$ cat src/rtl/mem_bus_decoder.sv
// Registered memory-map decoder and bus sequencer: decodes a CPU request
// against per-region base/mask pairs, strobes one device for a cycle,
// inserts per-region wait states, returns read data and flags unmapped
// accesses with a sticky flag and a latched error address.
module mem_bus_decoder #(
   parameter int ADDR_W  = 16,
   parameter int DATA_W  = 8,
   parameter int REGIONS = 4,
   parameter logic [REGIONS*ADDR_W-1:0] REGION_BASE = {16'hD000, 16'hE000, 16'h0800, 16'h0000},
   parameter logic [REGIONS*ADDR_W-1:0] REGION_MASK = {16'hFFF0, 16'hE000, 16'hF800, 16'hF800},
   parameter logic [REGIONS*4-1:0]      REGION_WAIT = {4'd2, 4'd0, 4'd0, 4'd0},
   parameter logic [DATA_W-1:0]         DEFAULT_DATA = 8'hFF
) (
   input  logic                       clk,
   input  logic                       reset,
   input  logic [ADDR_W-1:0]          cpuAddr,
   input  logic                       cpuStrobe,
   input  logic                       cpuWrite,
   input  logic [DATA_W-1:0]          cpuDataWrite,
   output logic [DATA_W-1:0]          cpuDataRead,
   output logic                       cpuReady,
   output logic                       cpuBusy,
   output logic [ADDR_W-1:0]          devAddr,
   output logic [DATA_W-1:0]          devDataWrite,
   output logic                       devWrite,
   output logic [REGIONS-1:0]         devStrobe,
   input  logic [REGIONS*DATA_W-1:0]  devDataRead,
   output logic                       busError,
   output logic                       errorFlag,
   output logic [ADDR_W-1:0]          errorAddr,
   input  logic                       errorClear
);

   localparam int SELW = (REGIONS > 1) ? $clog2(REGIONS) : 1;

   typedef enum logic [2:0] {IDLE, ACCESS, WAIT, CAPTURE, DONE} state_t;

   state_t            state, stateNext;
   logic [SELW-1:0]   sel;
   logic              writeLat;
   logic              mapped;
   logic [3:0]        waitCnt;
   logic              hitAny;
   logic [SELW-1:0]   hitIdx;
   logic [3:0]        selWait;
   logic [DATA_W-1:0] selData;

   // Address decode: lowest-indexed matching region wins.
   always_comb begin
      hitAny = 1'b0;
      hitIdx = '0;
      for (int unsigned i = 0; i < REGIONS; i++) begin
         if (!hitAny &&
             ((cpuAddr & REGION_MASK[i*ADDR_W +: ADDR_W]) == REGION_BASE[i*ADDR_W +: ADDR_W])) begin
            hitAny = 1'b1;
            hitIdx = SELW'(i);
         end
      end
   end

   // Per-region wait count and read data for the latched region.
   always_comb begin
      selWait = '0;
      selData = '0;
      for (int unsigned i = 0; i < REGIONS; i++) begin
         if (sel == SELW'(i)) begin
            selWait = REGION_WAIT[i*4 +: 4];
            selData = devDataRead[i*DATA_W +: DATA_W];
         end
      end
   end

   // State register; reset aborts any transaction in flight.
   always_ff @(posedge clk or posedge reset) begin
      if (reset) state <= IDLE;
      else       state <= stateNext;
   end

   // Next-state logic and state-decoded bus outputs.
   always_comb begin
      stateNext = state;
      devStrobe = '0;
      devWrite  = 1'b0;
      cpuReady  = 1'b0;
      busError  = 1'b0;
      cpuBusy   = (state != IDLE);
      case (state)
         IDLE: begin
            if (cpuStrobe) stateNext = hitAny ? ACCESS : DONE;
         end
         ACCESS: begin
            for (int unsigned i = 0; i < REGIONS; i++)
               devStrobe[i] = (sel == SELW'(i));
            devWrite  = writeLat;
            stateNext = (selWait != 4'd0) ? WAIT : CAPTURE;
         end
         WAIT: begin
            if (waitCnt == 4'd1) stateNext = CAPTURE;
         end
         CAPTURE: stateNext = DONE;
         DONE: begin
            cpuReady  = 1'b1;
            busError  = !mapped;
            stateNext = IDLE;
         end
         default: stateNext = IDLE;
      endcase
   end

   // Request latching, wait counting and read-data capture.
   always_ff @(posedge clk or posedge reset) begin
      if (reset) begin
         devAddr      <= '0;
         devDataWrite <= '0;
         cpuDataRead  <= '0;
         errorAddr    <= '0;
         writeLat     <= 1'b0;
         mapped       <= 1'b0;
         sel          <= '0;
         waitCnt      <= '0;
      end else begin
         case (state)
            IDLE: begin
               if (cpuStrobe) begin
                  devAddr      <= cpuAddr;
                  devDataWrite <= cpuDataWrite;
                  writeLat     <= cpuWrite;
                  sel          <= hitIdx;
                  mapped       <= hitAny;
                  if (!hitAny) begin
                     cpuDataRead <= DEFAULT_DATA;
                     errorAddr   <= cpuAddr;
                  end
               end
            end
            ACCESS:  waitCnt <= selWait;
            WAIT:    waitCnt <= waitCnt - 4'd1;
            CAPTURE: if (!writeLat) cpuDataRead <= selData;
            default: ;
         endcase
      end
   end

   // Sticky error flag; a new unmapped capture takes priority over clear.
   always_ff @(posedge clk or posedge reset) begin
      if (reset)
         errorFlag <= 1'b0;
      else if (state == IDLE && cpuStrobe && !hitAny)
         errorFlag <= 1'b1;
      else if (errorClear)
         errorFlag <= 1'b0;
   end

endmodule

$ cat config.mk
export PLATFORM = sky130hd
export DESIGN_NAME = mem_bus_decoder
export DESIGN_NICKNAME = d
export VERILOG_FILES = /design/src/rtl/mem_bus_decoder.sv
export SDC_FILE = /design/constraint.sdc
export NUM_CORES = 1
export LEC_CHECK = 0
export BUFFER_PORTS_ARGS = -buffer_cell sky130_fd_sc_hd__buf_2
export CAP_MARGIN = 20
export CORE_UTILIZATION = 50
export DETAILED_ROUTE_END_ITERATION = 10
export PLACE_DENSITY = 0.83
export SYNTH_ARGS = -nofsm -noshare
export SYNTH_HDL_FRONTEND = slang
export SYNTH_SLANG_ARGS = --single-unit
$ cat constraint.sdc
create_clock -name clk -period 4.5 [get_ports clk]
set_input_delay 0.225 -clock clk [delete_from_list [all_inputs] [get_ports clk]]
set_output_delay 0.225 -clock clk [all_outputs]
set_load 0.02 [all_outputs]
After elaboration in Yosys (flattened, before gate mapping)
Cells that the tools add are included.

Output and inout bits: 57. Input bits: 61. Flip-flop bits (word level): 60. Logic and storage cells: 77.

Bitwise logic cells: 1. $add $sub $neg: 1. Reduce and logical (&&, ||, !) cells: 22. Mux-type cells: 28. Eq/ne operators: 15.

Operators by type and width (number): two-way mux 8 bit (7); zero test 16 bit (1); one-hot mux 8 bit (2 select lines) (1); equality test 12 bit (second input constant) (1); one-hot mux 3 bit (4 select lines) (1); two-way mux 1 bit (11); two-way mux 3 bit (3); inequality test 2 bit (second input constant) (4); one-hot mux 4 bit (2 select lines) (1); equality test 3 x 2 -> 1 bit (second input constant) (2); equality test 3 bit (second input constant) (2); two-way mux 2 bit (3); nonzero test 2 bit (3); equality test 5 x 1 -> 1 bit (second input constant) (1); logical AND 1 bit (5); zero test 1 bit (5); equality test 2 bit (second input constant) (2); equality test 4 x 1 -> 1 bit (second input constant) (1); two-way mux 4 bit (1); AND reduction 2 bit (2); AND reduction 4 bit (1); nonzero test 4 bit (1); subtractor 4 x 1 -> 4 bit (second input constant) (1); equality test 3 x 1 -> 1 bit (second input constant) (1); 6 further kinds (6).

Depth between registers and ports, before layout
Gate-level depths: netlist of run 1.

Depth after elaboration: 14. Mapped depth: 7. Gate-level depth less buffers: 6.

Least setup slack after synthesis of run 1
Ideal clock, no wire load.

Kind: flip-flop to output port. Start point: reg state[2]. End point: out busError. Data required time: 4.275 ns. Path slack: 2.971 ns. Buffers on the path: 1. Arrival: 1.304 ns. Stages on the path, launching flop included: 4. Cells stage by stage: dfrtp_1 > clkbuf_1 > and2_1 > nor2b_1.

Word-level cells in the longest chain between the ends: 2.

Ends and longest elaborated chain: start, declared (line 38) `state_t state, stateNext;`; start signal, assigned (line 76) `else state <= stateNext;`; equality test 3 bit (line 87) `case (state)`; two-way mux 1 bit (line 87); end, declared (line 28) `output logic busError,`.

No other way between the ends.

Worst setup path in the final report of run 1
Start point: reg state[2]. End point: reg errorAddr[0].

Word-level cells in the longest chain between the ends: 2.

Ends and longest elaborated chain: zero test 3 bit (line 122) `case (state)`; AND reduction 3 bit (no line); end signal, assigned (line 132) `errorAddr <= cpuAddr;`; end, declared (line 30) `output logic [ADDR_W-1:0] errorAddr,`.

No other way between the ends. A chain may end at the register's enable or synchronous reset.

==> results of run 1 <==
state kept, by name, summed over array words and instances, names as in the netlist:
signal / cells
errorFlag: 1
waitCnt: 4
mapped: 1
sel: 2
devAddr: 16
errorAddr: 16
writeLat: 1
state: 3
devDataWrite: 8
cpuDataRead: 8
cell usage after synthesis, types with 2 or more instances:
library cell	count	area, um2
buf_1	2	7.510
nor3_1	5	25.02
or3_1	2	12.51
mux2_2	32	360.4
a31oi_1	5	31.28
mux4_2	8	180.2
ha_1	2	25.02
nand2_1	5	18.77
nor3b_1	2	15.01
nor2_1	22	82.58
nor4_1	2	12.51
clkbuf_1	2	7.510
o21ai_0	7	35.03
and3_1	3	18.77
a21oi_1	12	60.06
buf_2	4	20.02
mux2_4	9	135.1
dfrtp_1	60	1501
inv_1	5	18.77
o21a_1	3	22.52
area by class of cell:
| type | instances | area share |
|---|---|---|
| Timing Repair Buffer | 119 | 0.1694 |
| Clock buffer | 14 | 0.04305 |
| Clock inverter | 2 | 0.002823 |
| Sequential cell | 60 | 0.4234 |
| Tap cell | 70 | 0.02470 |
| Multi-Input combinational cell | 133 | 0.3303 |
| Inverter | 6 | 0.006351 |
worst paths after layout:
path                       startpoint      endpoint  slack [ns]  depth (start not counted)
setup reg to reg             state[2]  errorAddr[0]        2.25                          5
hold reg to reg                mapped        mapped        0.50                          1
max in group asynchronous       reset    devAddr[8]        3.92                          3
hold / removal             errorClear     errorFlag        0.07                          2
setup / recovery             state[2]  errorAddr[0]        2.25                          5
min in group asynchronous       reset    devAddr[3]        0.11                          3
cells in the final DEF (no fill, tap or decap), drive strengths merged, types with 5 or more instances in the layout:
| master | instances |
|---|---|
| a21oi | 12 |
| a31oi | 5 |
| buf | 119 |
| clkbuf | 14 |
| dfrtp | 60 |
| inv | 5 |
| mux2 | 41 |
| mux4 | 8 |
| nand2 | 5 |
| nor2 | 23 |
| nor3 | 5 |
| o21ai | 7 |
logic make-up after synthesis:
logic type / count (synthesis) / share of synthesized area
buf+inv: 17 / 0.03610
fa+ha+maj: 2 / 0.009024
flops: 60 / 0.5415
compound gates: 29 / 0.05957
simple gates: 53 / 0.1101
mux: 49 / 0.2437
layer usage:
metal / GRT usage / share of wire
met3: 0.08383 / 0.087
met5: 0 / 0
met1: 0.2848 / 0.42
met2: 0.3883 / 0.48
met4: 0.07500 / 0.0095
power by group:
part / switching [uW] / internal (uW) / total [uW]
Combinational: 659 / 561 / 1220
Sequential: 213 / 808 / 1020
Clock: 198 / 214 / 412
metrics by stage:
| stage | cell area (um2) | instances | total power [uW] |
|---|---|---|---|
| 2_1_floorplan | 2773 | 210 | 1877 |
| 3_3_place_gp | 3383 | 388 | 2207 |
| 3_5_place_dp | 3383 | 388 | 2254 |
| 4_1_cts | 3546 | 404 | 2676 |
| 5_1_grt | 3546 | 404 | 2811 |
| 6_report | 3546 | 404 | 2653 |
==> summary.md, run 1 <==
| Metric | Value |
|---|---|
| Status | complete, no violations |
| Critical path data arrival time | 2.46 ns |
| Slew HR | 0.4392 |
| Final Hold Slack | about 0.071 ns |
| Max Transition Viols Final | 0 |
| DP Wirelength | between 4000 and 5000 um |
| Critical Path Start Type | register |
| Final Hold Viols | 0 |
| Syn nets | between 200 and 300 |
| Initial Util | 0.5294 |
| Lkg Pwr | about 0.0017 uW |
| Netlist cell types | 38 |
| Clk_skew | around 0.009 ns |
| Setup Viol. Count Final | 0 |
| Register Area | around 1500 um2 |
| Synth-to-layout area growth | 27.89% |
| DR DRC count | 0 |
| CTS tree | done |
| Vias | roughly 2200 |
| Worst-path cell chain | nor2_2, and3_1, buf_4, nand3_4, mux2_4 |
| Async S/R FF share, synth | 1.000 |
| CP top delay family | simple AND/OR/NAND/NOR gates |
| Filler cell count | around 420 |
| Synth Instances | 210 |
| Unrepaired setup endpoints after global routing | false |
| Skew-Pair Late Insertion Delay | around 0.33 ns |
| H-tree Lvls | 3 |
| Row Count | 26 |
| DIE WIDTH | 76.47 um |
| Fmax | 443.5 MHz |
| Remaining global-route overflow | 0 |
| Nets@finish | about 390 |
| Maxcap violations | 0 |
| Vias in the first global route | 2222 |
| Worst setup EP type | register |
| Gpl congestion | between 0.8 and 0.9 |
| Vias/cell | around 5.3 |
| YS warnings | 0 |
| Pre-antenna DRT Iters | 4 |
| Initial antenna violation count | 0 |
| Initial DRC Count | approximately 130 |
| Diode count | 0 |
| Setup WS pre-CTS | 2.245 ns |
| GRT Total Usage | 0.2342 |
| Multi-input combinational cell area | between 1000 and 1500 um2 |
| CP max stage delay | roughly 0.52 ns |
| CORE AREA | around 5200 um2 |
| Die Y | roughly 76 um |
| Mapped cell area | between 2000 and 3000 um2 |
| IO buf count | 117 |
| Worst ir drop on vdd | between 0.0005 and 0.0006 V |
| Setup TNS | 0 ns |
| Per-cell routed wire length | between 15 and 20 um |
| Clk buf depth | 2 |
| Slowest CP cell | dfrtp_1 |
| Period utilisation layout | 0.5011 |
| Register bit total from synthesis | 60 |
| Layout cells sized above 1 | 0.5629 |
| Post-cts resize count | 0 |
| Hold Buf Count CTS | 0 |
| Global-route wire length before repair | approximately 11000 um |
| Largest net degree at the start of global routing | 61 |
| Required @ worst endpoint | approximately 4.7 ns |
| Register area share after synthesis | 0.5415 |
| Clk pin slew, worst setup/hold paths | 0.07 ns |
| WS Path Type | register to register |
| Min-delay worst type | primary input to register |
| Clock period minus worst slack | about 2.3 ns |
| Routed Antenna Nets | 0 |
| Number of synthesized flops with an enable pin | 0 |
| Syn avg cell area | 13.20 um2 |
| IO Pins | around 120 |
| Critical-path maximum fanout | 31 |
| Core Util, Final | 0.6770 |
| Num CTS Buffers | 9 |
| Worst Path Buf+Inv | 1 |
| Die area | approximately 5800 um2 |
| Synth Flop Type | dfrtp_1 |
| Clk sink count | 60 |
| Post-CTS setup buffers | 0 |
| Final WL | around 6300 um |
| Power Density | around 750 nW/um2 |
| PnR worst setup slack | 2.245 ns |
| CTS Root Cell | clkbuf_8 |
| Transition time at the pin with the least slew margin | 0.8348 ns |
Note: power is estimated with default switching activity, not from simulation.
==> run 2: changes to the inputs <==
Settings changed: CORE_UTILIZATION 50 to 43, PLACE_DENSITY 0.83 to 0.76.
Clock period 4.5 ns to 2 ns, I/O delays scaled along.
==> summary.md, run 2 (same netlist as run 1, synthesis figures left out) <==
| Metric | Value |
|---|---|
| Multi-input combinational cell area | 1171 um2 (unchanged) |
| Setup TNS | 0 ns (unchanged) |
| Maxcap violations | 0 (unchanged) |
| Pre-antenna DRT Iters | 6 (was 4) |
| Clk buf depth | 2 (unchanged) |
| Transition time at the pin with the least slew margin | 0.6488 ns (was 0.8348 ns) |
| Slew HR | 0.5674 (was 0.4392) |
| DP Wirelength | 4828 um (was 4526 um) |
| Final Hold Slack | 0.02341 ns (was 0.07094 ns) |
| Gpl congestion | 0.8300 (was 0.8438) |
| CORE AREA | 6061 um2 (was 5238 um2) |
| Vias/cell | 5.187 (was 5.342) |
| Post-CTS setup buffers | 0 (unchanged) |
| Critical Path Start Type | register (unchanged) |
| PnR worst setup slack | 0.1938 ns (was 2.245 ns) |
| Routed Antenna Nets | 0 (unchanged) |
| Synth-to-layout area growth | 35.79% (was 27.89%) |
| CP max stage delay | 0.45 ns (was 0.52 ns) |
| IO Pins | 118 (unchanged) |
| Status | complete, no violations (unchanged) |
| Final WL | 6736 um (was 6287 um) |
| Worst setup EP type | register (unchanged) |
| Power Density | 1619 nW/um2 (was 748.3 nW/um2) |
| CP top delay family | simple AND/OR/NAND/NOR gates (unchanged) |
| Fin cells | 428 (was 404) |
| Global-route wire length before repair | 10150 um (was 10580 um) |
| Die Y | 82.30 um (was 76.47 um) |
| Register Area | 1501 um2 (unchanged) |
| DIE WIDTH | 82.30 um (was 76.47 um) |
| Worst ir drop on vdd | 0.0007888 V (was 0.0005299 V) |
| WS Path Type | register to register (unchanged) |
| Num CTS Buffers | 9 (unchanged) |
| Fmax | 553.6 MHz (was 443.5 MHz) |
| Initial Util | 0.4575 (was 0.5294) |
| Worst Path Buf+Inv | 0 (was 1) |
| CTS Root Cell | clkbuf_8 (unchanged) |
| Filler cell count | 520 (was 419) |
| Clk pin slew, worst setup/hold paths | 0.07 ns (about the same) |
| Most common cell after layout, fill and taps aside | buf_2 (unchanged) |
| Per-cell routed wire length | 15.74 um (was 15.56 um) |
| DR DRC count | 0 (unchanged) |
| Setup Viol. Count Final | 0 (unchanged) |
| Min-delay worst type | primary input to register (unchanged) |
| Die area | 6773 um2 (was 5847 um2) |
| Clk_skew | 0.006750 ns (was 0.009260 ns) |
| GRT Total Usage | 0.2068 (was 0.2342) |
| Row Count | 28 (was 26) |
| H-tree Lvls | 3 (unchanged) |
| Clk sink count | 60 (unchanged) |
| Post-DP Area | 3432 um2 (was 3383 um2) |
| Layout cells sized above 1 | 0.5552 (was 0.5629) |
| Slowest CP cell | dfrtp_1 (unchanged) |
| Placed Instances | 397 (was 388) |
| Critical-path maximum fanout | 26 (was 31) |
| Worst-path cell chain | nor2_2, and3_1, nand3_4, mux2_4 (was nor2_2, and3_1, buf_4, nand3_4, mux2_4) |
| Required @ worst endpoint | 2.22 ns (was 4.71 ns) |
| Critical path data arrival time | 2.03 ns (was 2.46 ns) |
| CTS tree | done (unchanged) |
| Clock period minus worst slack | 1.806 ns (was 2.255 ns) |
| Period utilisation layout | 0.9031 (was 0.5011) |
| Most frequent cells in the layout | buf_2 (117), dfrtp_1 (60), mux2_2 (32) (unchanged) |
| Diode count | 0 (unchanged) |
| Vias in the first global route | 2187 (was 2222) |
| Initial DRC Count | 114 (was 125) |
| IO buf count | 117 (unchanged) |
| Largest net degree at the start of global routing | 33 (was 61) |
| Largest regs | devAddr x16, errorAddr x16 (unchanged) |
| Skew-Pair Late Insertion Delay | 0.34 ns (was 0.33 ns) |
| Lkg Pwr | 0.001775 uW (was 0.001684 uW) |
| Final Hold Viols | 0 (unchanged) |
| Unrepaired setup endpoints after global routing | false (unchanged) |
| Initial antenna violation count | 0 (unchanged) |
| Max Transition Viols Final | 0 (unchanged) |
| Nets@finish | 411 (was 392) |
| Vias | 2220 (was 2158) |
| Setup WS pre-CTS | 0.2153 ns (was 2.245 ns) |
| Remaining global-route overflow | 0 (unchanged) |
| Design area | 3765 um2 (was 3546 um2) |
[run 2: changes by cell type in the layout (fill, tap and decap cells not counted)]
cell,delta
clkinv_4,+2
inv_6,+3
buf_12,+1
clkbuf_1,-4
clkbuf_8,-1
buf_4,+3
clkinv_2,-2
dlygate4sd3_1,+15
clkinvlp_4,+2
[run 2: final timing paths]
check,startpoint,endpoint,slack [ns],cells past startpoint
max in group asynchronous,reset,devAddr[11],1.01,4
worst max-delay path,state[1],errorAddr[14],0.19,4
worst min-delay path,cpuAddr[7],errorAddr[7],0.02,2
worst min register to register,devAddr[9],devAddr[9],0.50,1
min in group asynchronous,reset,errorFlag,0.39,3
worst max register to register,state[1],errorAddr[14],0.19,4
[run 2: per-layer routing]
layer	global-route usage	wire [um]
met5	0	0
met4	0.07368	63
met3	0.05714	545
met2	0.3752	3484
met1	0.2304	2642
[run 2: repair_timing]
action / in CTS / in global routing
hold buffers: 15 / 0
endpoints found under the hold margin: 46 / 0
gates resized for setup: 0 / 0
setup endpoints to repair: 0 / 0
[run 2: cell type report]
cell class	instances	area share
clock inverter	7	0.01562
timing repair buffer	138	0.2107
inverter	6	0.005982
sequential	60	0.3988
multi-input combinational	133	0.3111
clock buffer	9	0.03290
tap	75	0.02493
[run 2: power breakdown]
part           internal, uW  leakage [uW]  switching (uW)  total [uW]
clock network           465     0.0000868             521         986
registers              1820      0.000690             445        2260
logic                  1310      0.000998            1540        2850
[run 2: through the flow]
stage | utilization | total power, uW
after global routing | 0.6212 | 6467
after detailed placement | 0.5663 | 5120
after floorplan | - | 4224
after global placement | 0.5663 | 5010
final | 0.6212 | 6096
after CTS | 0.6212 | 6162
[run 2: worst reg2reg max path: cells and delay by family (launching register included)]
| kind | cells | cell delay (ns) |
|---|---|---|
| simple gates | 3 | 0.81 |
| mux | 1 | 0.42 |
| flops | 1 | 0.45 |
==> run 3: changes to the inputs <==
Settings changed: GPL_TIMING_DRIVEN set to 0.
==> summary.md, run 3 (same netlist as run 1, synthesis figures left out) <==
| Metric | Value |
|---|---|
| Most common cell after layout, fill and taps aside | buf_2 (unchanged) |
| Worst-path cell chain | clkbuf_1, nand2_1, nor3b_1, buf_2 (was nor2_2, and3_1, nand3_4, mux2_4) |
| Unrepaired setup endpoints after global routing | false (unchanged) |
| Final WL | 6559 um (was 6736 um) |
| Clk buf depth | 2 (unchanged) |
| WS Path Type | register to output port (was register to register) |
| Clk sink count | 60 (unchanged) |
| Critical-path maximum fanout | 10 (was 26) |
| Status | complete, no violations (unchanged) |
| PnR worst setup slack | 0.2705 ns (was 0.1938 ns) |
| Largest net degree at the start of global routing | 43 (was 33) |
| R2R depth | 5 (was 4) |
| Wire length on met3 | 514 um (was 545 um) |
| Diode count | 0 (unchanged) |
| Synth-to-layout area growth | 34.79% (was 35.79%) |
| Period utilisation layout | 0.8647 (was 0.9031) |
| Max Transition Viols Final | 0 (unchanged) |
| Clk_skew | 0.005436 ns (was 0.006750 ns) |
| Worst setup EP type | output port (was register) |
| DR DRC count | 0 (unchanged) |
| Layout cells sized above 1 | 0.5584 (was 0.5552) |
| Initial antenna violation count | 0 (unchanged) |
| Int Pwr | 3694 uW (was 3591 uW) |
| Maxcap violations | 0 (unchanged) |
| Clock power share | 0.160 (was 0.162) |
| Vias in the first global route | 2210 (was 2187) |
| Initial Util | 0.4575 (unchanged) |
| Final Hold Viols | 0 (unchanged) |
| Initial DRC Count | 87 (was 114) |
| Power Density | 1631 nW/um2 (was 1619 nW/um2) |
| Vias | 2170 (was 2220) |
| Min-delay worst type | primary input to register (unchanged) |
| Setup Viol. Count Final | 0 (unchanged) |
| Cell depth of the worst min-delay path | 2 (unchanged) |
| Lkg Pwr | 0.001777 uW (was 0.001775 uW) |
| Gpl congestion | 0.7665 (was 0.8300) |
| Critical path data arrival time | 1.63 ns (was 2.03 ns) |
| CP top delay family | buffers and inverters (was simple AND/OR/NAND/NOR gates) |
| Worst ir drop on vdd | 0.0008193 V (was 0.0007888 V) |
| Global-route wire length before repair | 10200 um (was 10150 um) |
| Setup WS pre-CTS | 0.3063 ns (was 0.2153 ns) |
| Post-cts resize count | 0 (unchanged) |
| Highest routing layer actually used | met4 (unchanged) |
| Worst Path Buf+Inv | 2 (was 0) |
| Die Y | 82.30 um (unchanged) |
| GRT Total Usage | 0.2047 (was 0.2068) |
| H-tree Lvls | 3 (unchanged) |
| Filler cell count | 494 (was 520) |
| Routed length on met2 | 3244 um (was 3484 um) |
| Critical Path Start Type | register (unchanged) |
| CP max stage delay | 0.37 ns (was 0.45 ns) |
| Nets@finish | 411 (unchanged) |
| Fmax | 578.2 MHz (was 553.6 MHz) |
| IO buf count | 117 (unchanged) |
| Largest regs | devAddr x16, errorAddr x16 (unchanged) |
| Register Area | 1501 um2 (unchanged) |
| Clk pin slew, worst setup/hold paths | 0.06 ns (was 0.07 ns) |
| Pre-antenna DRT Iters | 4 (was 6) |
| Remaining global-route overflow | 0 (unchanged) |
| Vias/cell | 5.094 (was 5.187) |
| CORE AREA | 6061 um2 (unchanged) |
| Sw Ratio | 0.3942 (was 0.4109) |
| Routed Antenna Nets | 0 (unchanged) |
| DIE WIDTH | 82.30 um (unchanged) |
| Transition time at the pin with the least slew margin | 0.8986 ns (was 0.6488 ns) |
| CTS Root Cell | clkbuf_8 (unchanged) |
| Slew HR | 0.3963 (was 0.5674) |
| Slowest CP cell | dfrtp_1 (unchanged) |
| Die area | 6773 um2 (unchanged) |
| Final Hold Slack | 0.01869 ns (was 0.02341 ns) |
| Per-cell routed wire length | 15.40 um (was 15.74 um) |
| Required @ worst endpoint | 1.90 ns (was 2.22 ns) |
| Row Count | 28 (unchanged) |
| Worst path depth | 4 (unchanged) |
| Multi-input combinational cell area | 1171 um2 (unchanged) |
| Most frequent cells in the layout | buf_2 (121), dfrtp_1 (60), mux2_2 (32) (was buf_2 (117), dfrtp_1 (60), mux2_2 (32)) |
| Psw | 2404 uW (was 2504 uW) |
| Flop pwr share | 0.358 (was 0.371) |
| Skew-Pair Late Insertion Delay | 0.33 ns (was 0.34 ns) |
| DP Wirelength | 4870 um (was 4828 um) |
| WL met1 | 2751 um (was 2642 um) |
| Gate power share | 0.482 (was 0.467) |
| IO Pins | 118 (unchanged) |
| CTS tree | done (unchanged) |
| Num CTS Buffers | 9 (unchanged) |
| Clock period minus worst slack | 1.729 ns (was 1.806 ns) |
-- run 3: cell count changes in the layout (fill, tap and decap cells not counted), sizes merged --
cell,change
dlygate4sd3,-6
clkbuf,+5
buf,+4
inv,-3
clkinvlp,-2
-- run 3: layer usage --
metal / global-route usage / up-vias
li1: - / 1036
met1: 0.2440 / 1036
met2: 0.3603 / 93
met3: 0.04286 / 5
met4: 0.07895 / 0
met5: 0 / -
-- run 3: timing repair --
action,CTS,global route
hold buffers,9,0
hold endpoints to repair,26,0
setup buffers,0,0
-- run 3: worst register-to-register path: stages, from the launching register on --
cell and delay [ns]:
dfrtp_1 0.46, nor2_2 0.16, and3_1 0.19, buf_4 0.13, buf_2 0.28, mux2_2 0.37
-- run 3: path summary, 6_finish.rpt --
kind,startpoint,slack (ns),to
hold reg to reg,devAddr[9],0.50,devAddr[9]
min in group asynchronous,reset,0.32,errorAddr[3]
setup reg to reg,state[1],0.29,devAddr[7]
max in group asynchronous,reset,1.12,devAddr[1]
hold / removal,cpuDataWrite[3],0.02,devDataWrite[3]
setup / recovery,state[0],0.27,devStrobe[1]
-- run 3: layout make-up --
type,count,area share
well taps,75,0.02511
flip-flops and latches,60,0.4017
plain buffers,11,0.02076
clock buffers,12,0.04419
inverters,6,0.006026
multi-input cells,133,0.3134
clock inverters,2,0.002678
repair buffers,127,0.1861
-- run 3: power groups by stage --
| stage | clock network (uW) | logic, uW | registers [uW] |
|---|---|---|---|
| after floorplan | 0 | 1430 | 2790 |
| after global placement | 0 | 2890 | 2170 |
| after detailed placement | 0 | 2950 | 2200 |
| after CTS | 1010 | 2970 | 2180 |
| after global routing | 1050 | 3170 | 2270 |
| final | 973 | 2940 | 2180 |
-- run 3: metrics by stage --
stage                     total power, uW  area (um2)  cells    util  setup TNS (ns)
after detailed placement             5146        3472    403  0.5729               0
after global routing                 6487        3737    426  0.6166               0
final                                6097        3737    426  0.6166               0
after floorplan                      4224        2773    210       -               0
after CTS                            6158        3737    426  0.6166               0
after global placement               5054        3452    402  0.5696          -19.13
